### config.mk
export PLATFORM = sky130hd
export DESIGN_NAME = fifo_1r1w
export DESIGN_NICKNAME = d
export VERILOG_FILES = /design/src/rtl/fifo_pkg.sv /design/src/rtl/fifo_1r1w.sv /design/src/rtl/fifo_ctrl_1r1w.sv
export SDC_FILE = /design/constraint.sdc
export NUM_CORES = 1
export LEC_CHECK = 0
export CAP_MARGIN = 5
export CELL_PAD_IN_SITES_DETAIL_PLACEMENT = 1
export CELL_PAD_IN_SITES_GLOBAL_PLACEMENT = 1
export CORE_ASPECT_RATIO = 1.4
export CORE_UTILIZATION = 54
export CTS_CLUSTER_DIAMETER = 150
export DETAILED_ROUTE_END_ITERATION = 16
export GPL_ROUTABILITY_DRIVEN = 0
export PLACE_DENSITY = 0.9
export SYNTH_ARGS = -nofsm -noshare
export SYNTH_HDL_FRONTEND = slang
export SYNTH_HIERARCHICAL = 1
export SYNTH_SLANG_ARGS = --single-unit
### constraint.sdc
create_clock -name clk -period 6.8 [get_ports clk]
set_input_delay 1.02 -clock clk [delete_from_list [all_inputs] [get_ports clk]]
set_output_delay 1.02 -clock clk [all_outputs]
set_load 0.01 [all_outputs]
### src/rtl/fifo_pkg.sv
// Shared sizing helpers for the 1R1W FIFO slice.
// Pointer and count widths are derived from the memory address width.
package fifo_pkg;

    function automatic int ptr_w(input int depth_log2);
        return depth_log2;
    endfunction

    function automatic int cnt_w(input int depth_log2);
        return depth_log2 + 1;
    endfunction

endpackage

### src/rtl/fifo_1r1w.sv
// Complete FIFO: the controller beside a 1R1W memory with a registered read port.
// Memory contents are never cleared; stale read data is masked by out_valid.
module fifo_1r1w
    import fifo_pkg::*;
#(
    parameter int DEPTH_LOG2 = 4,
    parameter int WIDTH      = 32
) (
    input  logic                clk,
    input  logic                rst,
    input  logic                flush,
    input  logic                in_valid,
    output logic                in_ready,
    input  logic [WIDTH-1:0]    in_data,
    output logic                out_valid,
    input  logic                out_ready,
    output logic [WIDTH-1:0]    out_data,
    output logic [DEPTH_LOG2:0] level
);

    localparam int PW       = ptr_w(DEPTH_LOG2);
    localparam int ELEMENTS = 2 ** DEPTH_LOG2;

    logic             mem_write;
    logic [PW-1:0]    mem_write_addr;
    logic [WIDTH-1:0] mem_write_data;
    logic             mem_read;
    logic [PW-1:0]    mem_read_addr;
    logic [WIDTH-1:0] mem_read_data;
    logic [WIDTH-1:0] storage [ELEMENTS];

    fifo_ctrl_1r1w #(
        .DEPTH_LOG2(DEPTH_LOG2),
        .WIDTH     (WIDTH)
    ) ctrl (
        .clk           (clk),
        .rst           (rst),
        .flush         (flush),
        .in_valid      (in_valid),
        .in_ready      (in_ready),
        .in_data       (in_data),
        .out_valid     (out_valid),
        .out_ready     (out_ready),
        .out_data      (out_data),
        .level         (level),
        .mem_write     (mem_write),
        .mem_write_addr(mem_write_addr),
        .mem_write_data(mem_write_data),
        .mem_read      (mem_read),
        .mem_read_addr (mem_read_addr),
        .mem_read_data (mem_read_data)
    );

    // Read data holds its value while mem_read is low, which keeps the head stable.
    always_ff @(posedge clk) begin
        if (mem_write) begin
            storage[mem_write_addr] <= mem_write_data;
        end
        if (mem_read) begin
            mem_read_data <= storage[mem_read_addr];
        end
    end

endmodule

### src/rtl/fifo_ctrl_1r1w.sv
// First-word-fall-through FIFO controller driving an external 1R1W synchronous memory.
// The memory's read-data register acts as the output stage, so capacity is ELEMENTS+1.
module fifo_ctrl_1r1w
    import fifo_pkg::*;
#(
    parameter int DEPTH_LOG2 = 4,
    parameter int WIDTH      = 32
) (
    input  logic                   clk,
    input  logic                   rst,
    input  logic                   flush,
    input  logic                   in_valid,
    output logic                   in_ready,
    input  logic [WIDTH-1:0]       in_data,
    output logic                   out_valid,
    input  logic                   out_ready,
    output logic [WIDTH-1:0]       out_data,
    output logic [DEPTH_LOG2:0]    level,
    output logic                   mem_write,
    output logic [DEPTH_LOG2-1:0]  mem_write_addr,
    output logic [WIDTH-1:0]       mem_write_data,
    output logic                   mem_read,
    output logic [DEPTH_LOG2-1:0]  mem_read_addr,
    input  logic [WIDTH-1:0]       mem_read_data
);

    localparam int PW = ptr_w(DEPTH_LOG2);
    localparam int CW = cnt_w(DEPTH_LOG2);
    localparam logic [CW-1:0] ELEMENTS = CW'(2 ** DEPTH_LOG2);

    logic [PW-1:0] wr_ptr;
    logic [PW-1:0] rd_ptr;
    logic [CW-1:0] mem_cnt;
    logic          head_valid;
    logic          clear;
    logic          push;
    logic          pop;
    logic          fetch;

    assign clear    = rst || flush;
    assign in_ready = !clear && (mem_cnt != ELEMENTS);
    assign push     = in_valid && in_ready;
    assign pop      = head_valid && out_ready;

    // mem_cnt excludes the word written this cycle, so a fetch never reads a live write address.
    assign fetch    = (mem_cnt != '0) && (!head_valid || out_ready) && !clear;

    assign mem_write      = push;
    assign mem_write_addr = wr_ptr;
    assign mem_write_data = in_data;
    assign mem_read       = fetch;
    assign mem_read_addr  = rd_ptr;

    assign out_valid = head_valid;
    assign out_data  = mem_read_data;
    assign level     = mem_cnt + {{(CW-1){1'b0}}, head_valid};

    always_ff @(posedge clk) begin
        if (clear) begin
            wr_ptr     <= '0;
            rd_ptr     <= '0;
            mem_cnt    <= '0;
            head_valid <= 1'b0;
        end else begin
            if (push) begin
                wr_ptr <= wr_ptr + 1'b1;
            end
            if (fetch) begin
                rd_ptr <= rd_ptr + 1'b1;
            end
            mem_cnt <= mem_cnt + {{(CW-1){1'b0}}, push} - {{(CW-1){1'b0}}, fetch};
            if (fetch) begin
                head_valid <= 1'b1;
            end else if (pop) begin
                head_valid <= 1'b0;
            end
        end
    end

endmodule

==> results.md <==
* Result of the run: finished, final reports clean
* Antenna violation net count after detailed routing at 0
* Count of input and output buffers at 75
* Upper clock frequency limit at 255 MHz
* Compound-cell area share of the yosys netlist at 0.0277
* Xor and xnor area share after synthesis at 0.00203
* Vias/cell at 6.32
* Mapped Avg Cell Area at 21.6 um2
* Adder and majority gate portion of the synthesized area at 0.00790
* Slack of the worst reg-to-reg path at 3.48 ns
* Hold buffer count at CTS at 0
* H-tree levels at 2
* Post-synth top flop: sky130_fd_sc_hd__edfxtp_1
* Number of buffers created by CTS at 48
* Total core area at 39,400 um2
* Commonest cells after routing, fill and taps aside: sky130_fd_sc_hd__edfxtp_1, sky130_fd_sc_hd__mux4_2, sky130_fd_sc_hd__clkdlybuf4s50_1, sky130_fd_sc_hd__a22oi_1, sky130_fd_sc_hd__clkbuf_16
* Synth-to-layout area growth at 11.6%
* Worst EP arrival at 4.10 ns
* FP Rows at 86
* Pin count of the biggest net entering global routing at 129
* Antenna diode instance count at 0
* Grt met1 use at 0.317
* Grt met2 use at 0.437
* Required @ worst endpoint at 6.97 ns
* Clock latency reported for the late side of the worst-skew pair at 0.58 ns
* Number of post-CTS setup repair buffers at 0
* Max-cap check violation count at 0
* DR pass1 iterations at 5
* Via count at 10,000
* DIE AREA at 40,700 um2
* Number of standard cells after synthesis at 997
* Resize count post-CTS at 0
* Wirelength, routed at 48.4 mm
* Initial antenna violation count at 0
* Commonest non-fill, non-tap cell in the layout: sky130_fd_sc_hd__edfxtp_1
* Largest fanout on the critical path at 32
* Die Span X at 171 um
* I/O pin cnt at 76
* Number of global-route vias before repair at 11,000
* Global Route Usage Sum at 0.248
* Ratio of cells with drive above 1 in the final layout at 0.227
* Worst rel slew slack at 0.105
* Worst hold-check path type: reg2reg
* Flip-flop and latch count after synthesis at 558
* Time the final worst path needs with I/O delays and setup at 3.93 ns
* Proportion of synthesized flip-flops having asynchronous set or reset at 0
* Endpoints failing setup at 0
* First-pass GRT wire length at 71.6 mm
* Power Total at 7.07 mW
* Net count after synthesis at 1,047
* Post-synth EDFFs at 544
* Multiplexer fraction of the synthesized cell area at 0.135
* Critical path launch point type: input pin
* Crit path kind: in2reg
* Area share of and/or/nand/nor cells after synthesis at 0.0206
* Maximum resistive drop on vdd at 0.180 mV
* Post-synthesis cell area at 21,500 um2
* Remaining global-route overflow at 0
* Post-synthesis cell type count at 41
* Clock-pin slew on the worst setup and hold paths at 0.06 ns
* CTS root buf: sky130_fd_sc_hd__clkbuf_16
* Floorplan die height at 238 um
* Wirelength per Cell at 30.5 um
* Setup repair after global routing missed its margin: no
* Fillers at 3,273
* Number of max-slew violations in the final report at 0
* Final number of hold-violating endpoints at 0
* Fraction of the cycle the final worst path needs at 0.577
* P per Cell Area at 294 nW/um2
* Effective utilization at floorplan at 0.547
* Nets at 1,076
* Total DRC errors in the routed layout at 0
* Top Usage Layer GRT: met2
* Hpwl dp at 24.8 mm
* Slew at the pin closest to its max-slew limit at 1.34 ns
* Setup TNS at 0 ns
* Combinational family with the most area after synthesis: multiplexers
* Maximum clock skew at final layout at 0.0167 ns
* YS warnings at 6
* Kind of end point of the critical path: flip-flop
* Bufs on Longest Clock Path at 3
* Fraction of the yosys area taken by sequential cells at 0.772
* Clock tree from TritonCTS: done
* First-iteration detailed-routing DRC count at 902
* Leakage power of the design at 7.33 nW
* Number of sinks on the clock net at 558
* Met3 GRT Util at 0.0294
==> registers in the layout (all words and copies together) (netlist names) <==
name	flops
ctrl/mem_cnt	5
ctrl/mem_read_addr	4
ctrl/mem_write_addr	4
ctrl/out_valid	1
mem_read_data	32
storage	512
==> power by group <==
group,internal [mW],leakage (nW),switching (mW)
sequential,3.81,5.01,0.0202
combinational,0.238,1.55,0.250
clock,1.55,0.765,1.20
total,5.59,7.33,1.47
==> metrics by stage <==
step | std cells | hold slack, ns | util | worst slack [ns] | instance area, um2
CTS | 1588 | 0.541 | 0.610 | 2.84 | 24000
global route | 1588 | 0.581 | 0.610 | 2.69 | 24000
global placement | 1504 | 0.502 | 0.571 | 2.47 | 22500
finish | 1588 | 0.542 | 0.610 | 2.87 | 24000
floorplan | 997 | 0.465 | - | 1.40 | 21500
detailed placement | 1504 | 0.518 | 0.571 | 2.32 | 22500
==> cell type report <==
class / count / area (um2) / area share
Sequential cell: 558 / 16600 / 0.692
Clock inverter: 27 / 289 / 0.0120
Timing Repair Buffer: 89 / 868 / 0.0361
Multi-Input combinational cell: 320 / 4300 / 0.179
Inverter: 9 / 33.8 / 0.00141
Clock buffer: 57 / 1260 / 0.0523
Tap cell: 528 / 661 / 0.0275
==> per-layer routing <==
| metal | vias to the layer above | share of wire |
|---|---|---|
| met1 | 5344 | 0.37 |
| met5 | - | 0 |
| li1 | 4106 | - |
| met2 | 482 | 0.54 |
| met3 | 101 | 0.057 |
| met4 | 0 | 0.032 |
==> cells by family after synthesis <==
group	count (synthesis)
DFF	558
buffers and inverters	119
AOI/OAI and AO/OA	82
xor gates and xnor gates	5
adders and majority gates	13
and+or+nand+nor	89
muxes	131
==> Yosys cell counts, drive strengths merged, types with 2 or more instances <==
library cell / n / area share
nor2b: 3 / 0.00087
ha: 12 / 0.0070
dfxtp: 14 / 0.013
xnor2: 4 / 0.0016
nor3: 5 / 0.0012
nand3: 2 / 0.00046
clkbuf: 19 / 0.0033
o21ai: 3 / 0.00070
or4: 2 / 0.00070
nor2: 16 / 0.0028
mux4: 128 / 0.13
and3: 2 / 0.00058
and2: 4 / 0.0012
nand4: 4 / 0.0012
nand3b: 2 / 0.00070
or3: 2 / 0.00064
nand2b: 3 / 0.00087
edfxtp: 544 / 0.76
mux2i: 3 / 0.0014
a22oi: 64 / 0.022
nand2: 39 / 0.0068
buf: 91 / 0.030
inv: 9 / 0.0016
o31ai: 2 / 0.00070
a21oi: 7 / 0.0016
o21a: 2 / 0.00070
==> worst paths after layout <==
check	startpoint	end	depth (start not counted)
worst max register to register	ctrl/mem_cnt[2]	storage[1][25]	6
worst min register to register	ctrl/mem_write_addr[2]	ctrl/mem_write_addr[2]	1
worst min-delay path	ctrl/mem_write_addr[2]	ctrl/mem_write_addr[2]	1
worst max-delay path	flush	storage[1][25]	5
==> worst max-delay path, cell delays in order <==
cell	delay, ns
sky130_fd_sc_hd__clkdlybuf4s50_1	0.44
sky130_fd_sc_hd__nor2_1	0.67
sky130_fd_sc_hd__and3_1	0.40
sky130_fd_sc_hd__or3b_2	0.60
sky130_fd_sc_hd__nor2_4	0.95
No activity file was read; power rests on OpenSTA's default activity.
